--- src/rtl/buffer_tra_spi_data.sv ---
// Transmit-side SPI frame buffer: latches one command frame and streams its payload bytes
// with byte addresses over a valid/ready handshake. Optional abort timer: SPI_TX_TIMEOUT_EN.
module buffer_tra_spi_data #(
    parameter int N_BYTES_MAX    = 5,
    parameter int FIRST_ADDR     = 3,
    parameter int ADDR_W         = 5,
    parameter int TIMEOUT_CYCLES = 1024
) (
    input  logic                     clk,
    input  logic                     rst,
    input  logic                     start,
    input  logic [7:0]               spi_select_in,
    input  logic [7:0]               spi_id_in,
    input  logic [7:0]               spi_reg_in,
    input  logic [8*N_BYTES_MAX-1:0] data_tra_in,
    input  logic [2:0]               n_bytes,
    input  logic                     byte_ready,
    output logic [7:0]               spi_select_out,
    output logic [7:0]               spi_id_out,
    output logic [7:0]               spi_reg_out,
    output logic [ADDR_W-1:0]        addr,
    output logic [7:0]               data_tra_out,
    output logic                     byte_valid,
    output logic                     busy,
    output logic                     done,
    output logic                     timeout_err
);

    localparam int DATA_W = 8 * N_BYTES_MAX;

    typedef enum logic [1:0] {
        IDLE = 2'd0,
        SEND = 2'd1,
        DONE = 2'd2
    } state_t;

    state_t              state, state_nx;
    logic [7:0]          sel_q, id_q, reg_q;
    logic [DATA_W-1:0]   data_q;
    logic [ADDR_W-1:0]   addr_q;
    logic [2:0]          rem_q;
    logic [2:0]          n_clamped;
    logic                xfer;
    logic                timeout_hit;

    assign n_clamped = (n_bytes > 3'(N_BYTES_MAX)) ? 3'(N_BYTES_MAX) : n_bytes;
    assign xfer      = (state == SEND) && byte_ready;

`ifdef SPI_TX_TIMEOUT_EN
    localparam int TO_W = $clog2(TIMEOUT_CYCLES + 1);

    logic [TO_W-1:0] to_cnt;
    logic            timeout_q;

    // Abort on the cycle that would have been the TIMEOUT_CYCLES-th stalled one.
    assign timeout_hit = (state == SEND) && !byte_ready
                         && (to_cnt == TO_W'(TIMEOUT_CYCLES - 1));

    always_ff @(posedge clk) begin
        if (rst) begin
            to_cnt    <= '0;
            timeout_q <= 1'b0;
        end else begin
            timeout_q <= timeout_hit;
            if ((state != SEND) || byte_ready || timeout_hit)
                to_cnt <= '0;
            else
                to_cnt <= to_cnt + 1'b1;
        end
    end

    assign timeout_err = timeout_q;
`else
    assign timeout_hit = 1'b0;
    assign timeout_err = 1'b0;
`endif

    // NOTE: state and frame registers use non-blocking assignments so every flop samples
    // pre-edge values; blocking here would create order-dependent simulation results.
    always_ff @(posedge clk) begin
        if (rst) state <= IDLE;
        else     state <= state_nx;
    end

    // NOTE: state_nx gets a default before the case, so no path leaves it unassigned and
    // no latch is inferred.
    always_comb begin
        state_nx = state;
        case (state)
            IDLE: if (start) state_nx = (n_clamped == 3'd0) ? DONE : SEND;
            SEND: begin
                if (timeout_hit)                       state_nx = IDLE;
                else if (byte_ready && rem_q == 3'd1)  state_nx = DONE;
            end
            DONE:    state_nx = IDLE;
            default: state_nx = IDLE;
        endcase
    end

    // NOTE: the frame registers are few plain flops, not a memory array, so clearing them
    // in reset costs nothing and guarantees all-zero outputs after reset.
    always_ff @(posedge clk) begin
        if (rst) begin
            sel_q  <= '0;
            id_q   <= '0;
            reg_q  <= '0;
            data_q <= '0;
            addr_q <= '0;
            rem_q  <= '0;
        end else if (state == IDLE && start) begin
            sel_q  <= spi_select_in;
            id_q   <= spi_id_in;
            reg_q  <= spi_reg_in;
            data_q <= data_tra_in;
            addr_q <= ADDR_W'(FIRST_ADDR);
            rem_q  <= n_clamped;
        end else if (xfer) begin
            // Payload shifts up so the current byte is always the top one.
            data_q <= data_q << 8;
            addr_q <= addr_q + 1'b1;
            rem_q  <= rem_q - 1'b1;
        end
    end

    assign spi_select_out = sel_q;
    assign spi_id_out     = id_q;
    assign spi_reg_out    = reg_q;
    assign byte_valid     = (state == SEND);
    assign addr           = byte_valid ? addr_q : '0;
    assign data_tra_out   = byte_valid ? data_q[DATA_W-1 -: 8] : 8'h00;
    assign busy           = (state != IDLE);
    assign done           = (state == DONE);

endmodule
--- config.mk ---
export PLATFORM = sky130hd
export DESIGN_NAME = buffer_tra_spi_data
export DESIGN_NICKNAME = d
export VERILOG_FILES = /design/src/rtl/buffer_tra_spi_data.sv
export SDC_FILE = /design/constraint.sdc
export NUM_CORES = 1
export LEC_CHECK = 0
export ABC_AREA = 1
export BUFFER_PORTS_ARGS = -buffer_cell sky130_fd_sc_hd__clkbuf_2
export CAP_MARGIN = 20
export CELL_PAD_IN_SITES_DETAIL_PLACEMENT = 0
export CELL_PAD_IN_SITES_GLOBAL_PLACEMENT = 1
export CORE_MARGIN = 1
export CORE_UTILIZATION = 37
export CTS_CLUSTER_SIZE = 20
export DETAILED_ROUTE_END_ITERATION = 12
export PLACE_DENSITY = 0.87
export SYNTH_ARGS = -nofsm -noshare
export SYNTH_HDL_FRONTEND = slang
export SYNTH_SLANG_ARGS = --single-unit
--- constraint.sdc ---
create_clock -name clk -period 3.7 [get_ports clk]
set_input_delay 0.555 -clock clk [delete_from_list [all_inputs] [get_ports clk]]
set_output_delay 0.555 -clock clk [all_outputs]
set_load 0.01 [all_outputs]
Yosys cells after proc, flatten, opt, wreduce, memory -nomap -nowiden --
Index checks and enable logic that the tools add are counted.
Cells by class: multipliers 0, shift operators 0, multiplexer cells 13, bitwise logic cells 0, add/sub/neg operators 2, div/mod/pow operators 0, equal/unequal tests 5, reductions and logical operators 9, $lt $le $gt $ge 1
Operator list (number):
- 40-bit 2-to-1 mux | 2
- 2-bit 2-to-1 mux | 5
- 3-bit 2-to-1 mux | 3
- 8-bit 2-to-1 mux | 1
- 5-bit by 1-bit adder with 5-bit output, second input constant | 1
- 5-bit 2-to-1 mux | 1
- 2-bit one-hot mux with 2 select lines | 1
- 2-bit nonzero test | 2
- 3-bit by 1-bit == test with 1-bit output, second input constant | 1
- 3-bit > comparator, second input constant | 1
- 1-bit logical AND | 3
- 3-bit logical NOT | 1
- 3-bit by 1-bit subtractor with 3-bit output, second input constant | 1
- 2-bit by 1-bit == test with 1-bit output, second input constant | 1
- 2-bit == test, second input constant | 1
- 2-bit logical NOT | 1
- 2-bit by 1-bit != test with 1-bit output, second input constant | 1
- 2-bit != test, second input constant | 1
- 2-bit AND reduction | 1
- 2-bit OR reduction | 1
Word-level totals: latch bits 0, memories 0, ROM bits 0, bits in writable memories 0, bits of input ports 71, output and inout port bits 41, register bits after elaboration 74, word-level logic and storage cells 38

Longest topological paths before layout --
depth after elaboration 6, depth in mapped cells 9, gate-level depth less buffers 9

Worst setup path after synthesis --
No wires, ideal clock.
path type flip-flop to output port, start reg state[1], end out addr[1], required time 3145 ps, buffers on the path 1, arrival time 921 ps, stages on the path, launching flop included 5, path slack 2224 ps, cell sequence dfxtp_1 -> inv_1 -> nand2_1 -> clkbuf_1 -> nor2_1
Between the ends: word-level cells in the longest chain between the ends 2
Ends and longest elaborated chain:
- start, declared | line 37 | state_t state, state_nx;
- start signal, assigned | line 82 | else state <= state_nx;
- 2-bit by 1-bit == test with 1-bit output | line 128 | assign byte_valid = (state == SEND);
- 5-bit 2-to-1 mux | line 129 | assign addr = byte_valid ? addr_q : '0;
- end, declared | line 21 | output logic [ADDR_W-1:0] addr,
Every way passes these cells.

Worst setup path in the final report --
start reg state[0], end reg data_q[16]
Between the ends: word-level cells in the longest chain between the ends 3, elaborated cells on any way between the ends 6, classes of those cells eq/ne: 1; mux: 1; reduce/logical: 4
Ends and longest elaborated chain:
- 2-bit by 1-bit == test with 1-bit output or 2-bit logical NOT (tied branches) | line 47, 110
- 1-bit logical AND, on equally long branches | line 47, 110
- 2-bit nonzero test (no source line) or 40-bit 2-to-1 mux (tied branches)
- end signal, assigned | line 114 | data_q <= data_tra_in;
- end signal, assigned | line 119 | data_q <= data_q << 8;
- end, declared | line 39 | logic [DATA_W-1:0] data_q;
Several ways; a longest one is shown, not always the timed one. A chain may end at the register's enable or synchronous reset.

==> run_results.csv <==
group,metric,value,unit
status,status,"finished, final reports clean",
clock_network,insertion_delay,340,ps
setup_path,crit_type,"flip-flop to flip-flop",
setup_path,r2r_slack,1330,ps
synthesis,yosys_register_bits,74,
setup_path,worstPathRequired,3960,ps
floorplanning,ios,112,
synthesis,synthSimpleGateAreaFrac,28.0,%
placement,place_area,0.00396,sq mm
setup_path,path_cells,"nor2_2 > buf_4 > nand2_4 > nand2_4 > inv_2 > nand2_1 > a21oi_1",
clock_network,post_cts_resized,0,
sta,hold_viol,0,
setup_path,reg2reg_to,"data_q[16]$_SDFFE_PP0P_",
placement,gp_congestion,0.702,
setup_path,worstRegToRegCells,7,
floorplanning,dieHeight,98.3,um
setup_path,worstSetupEndpointType,"flip-flop",
synthesis,synth_compound_area_share,12.8,%
setup_path,r2r_start,"state[0]$_SDFFE_PP0P_",
layout,layout-drive-gt1-share,21.9,%
min_path,whs_endpoint,"data_q[4]$_SDFFE_PP0P_",
setup_path,start_kind,"flip-flop",
layout,layout_commonest_cell,"clkbuf_2",
route,avgViaCountPerCell,4.60,
synthesis,synthAdderAreaFrac,1.09,%
route,first_pass_iters,7,
job,drv_cap,0,
sta,slew_headroom,48.3,%
floorplanning,rows,34,
power_and_ir_drop,p_leak,2.05,nW
sta,rsz0062_at_grt,"no",
clock_network,clkTransAtPathRegs,70,ps
sta,finalMaxSlewViolations,0,
synthesis,syn-cell-area,0.00343,sq mm
layout,diodes,0,
clock_network,clock-sinks,74,
clock_network,htreeDepth,3,
layout,layout.nets,682,
placement,dp_hpwl,5.25,mm
grt,grt.overflow.total,0,
grt,antenna_found_initial,0,
clock_network,cts_tree,"built",
setup_path,crit_start,"state[0]$_SDFFE_PP0P_",
sta,worst_slew_pin_slew,775,ps
clock_network,cts_hold_buf,0,
route,vias,3320,
power_and_ir_drop,ir_drop,0.218,mV
route,ant_nets,0,
synthesis,synth_top_family_by_area,"simple AND/OR/NAND/NOR gates",
setup_path,cp.arrival,2630,ps
clock_network,cts_setup_buffers,0,
grt,gr-usage-all-layers,17.3,%
route,wl_per_cell,10.9,um
setup_path,path_max_fanout,50,
synthesis,yosysUniqueCellTypes,23,
route,drc,0,
synthesis,muxShareOfSynthArea,0,%
layout,mostFrequentLayoutCells,"clkbuf_2, nand2_1, inv_1",
floorplanning,dieArea,0.00966,sq mm
min_path,hp-class,"input pin to flip-flop",
grt,grt_pass1_vias,3170,
grt,grt_pass1_wl,13.7,mm
layout,fin_area,0.00421,sq mm
sta,finalClockSkew,6.94,ps
setup_path,max_stage_delay,580,ps
power_and_ir_drop,p_per_area,482,mW/mm^2
min_path,hold_start,"data_tra_in[4]",
sta,layout_min_cycle_time,2370,ps
synthesis,syn_nets,591,
sta,fin_crit_sh,64.1,%
route,drt-total-wl,7.87,mm
synthesis,yosysWarnings,0,
floorplanning,start_util,38.7,%
clock_network,numCtsBuffers,9,
setup_path,path_common_cell,"nand2_4",
clock_network,cts_root_buf,"clkbuf_8",
synthesis,synthCells,517,
min_path,hold-path-cell-count,3,
route,drtIter0Drc,98,
sta,setup_viol,0,
synthesis,synth-xor-area-share,0,%
synthesis,seq_area_frac_synth,43.2,%
synthesis,postSynthAreaPerCell,6.63,sq um
floorplanning,core_area,0.00885,sq mm
sta,fmax,0.422,GHz
layout,syn_to_final_growth,22.9,%
setup_path,slowest_stage,"inv_2",
sta,tns,0,ps
grt,grt_max_degree,51,
floorplanning,chipWidth,98.3,um
clock_network,clock_path_buffers,2,
placement,port_buffers,110,
-- state kept, by name (all words and copies together), names as in the netlist --
register and flops:
rem_q 3, spi_id_out 8, addr_q 5, data_q 40, state 2, spi_select_out 8, spi_reg_out 8
-- cells by family (layout without fill, tap and decap cells) --
kind of cell	Yosys count	after routing
DFF	74	74
adders and majority gates	3	3
AOI/OAI and AO/OA	87	87
other	1	1
buffers and inverters	122	218
and+or+nand+nor	230	230
-- worst max-delay path: cells and delay by family, from the launching register on --
kind / cells / cell delay (ps)
DFF: 1 / 420
AOI/OAI and AO/OA: 1 / 170
buffers and inverters: 2 / 820
and+or+nand+nor: 4 / 860
-- power breakdown --
group	switching, W	internal [W]
logic	0.000253	0.000151
clock network	0.000293	0.000417
registers	0.0000395	0.000878
total	0.000585	0.00145
-- metal layers --
layer  global-route usage (%)  wire length, um  share of wire [%]
met1                     21.2             3760                 48
met2                     29.3             3600                 46
met3                     4.58              401                5.1
met4                     6.20              106                1.3
met5                        0                0                  0
-- metrics by stage --
step	cells	utilization (%)	setup slack (ps)	total power [W]	hold WS [ps]
final	721	47.6	1330	0.00203	436
after global routing	721	47.6	998	0.00216	425
after CTS	720	47.3	1300	0.00206	420
after detailed placement	704	44.7	1120	0.00134	456
after global placement	704	44.7	1150	0.00133	451
after floorplan	517	-	2220	0.00122	440
-- synth_stat cells --
master / number / area [sq um]
a21boi_0: 1 / 7.51
nand2_1: 95 / 357
clkbuf_1: 13 / 48.8
o21ai_0: 42 / 210
nand3_1: 54 / 270
a21oi_1: 43 / 215
o21a_1: 1 / 7.51
nor2_2: 1 / 6.26
buf_1: 1 / 3.75
buf_6: 3 / 33.8
nand3_2: 1 / 10.0
conb_1: 1 / 3.75
buf_2: 12 / 60.1
buf_4: 2 / 15.0
inv_1: 87 / 327
nor3_1: 2 / 10.0
nand4_1: 1 / 6.26
nor2_1: 74 / 278
dfxtp_1: 74 / 1480
nand2_4: 2 / 22.5
ha_1: 3 / 37.5
clkbuf_2: 2 / 10.0
inv_2: 2 / 7.51
-- worst max-delay path by stage --
stage | endpoint | slack, ps
4_1_cts | data_q[29]$_SDFFE_PP0P_ | 1300
2_1_floorplan | addr[1] | 2220
6_report | data_q[16]$_SDFFE_PP0P_ | 1330
5_1_grt | data_q[26]$_SDFFE_PP0P_ | 1000
3_3_place_gp | rem_q[0]$_SDFFE_PP0P_ | 1150
3_5_place_dp | data_q[20]$_SDFFE_PP0P_ | 1120
-- layout make-up --
type                            count  area (sq um)
Timing Repair Buffer              113           593
Sequential cell                    74          1480
Inverter                           89           334
Multi-Input combinational cell    321          1440
Fill cell                         968          4630
Clock buffer                       12           155
Tap cell                          108           135
Clock inverter                      4          73.8
Power figures use the tool's default switching activity.
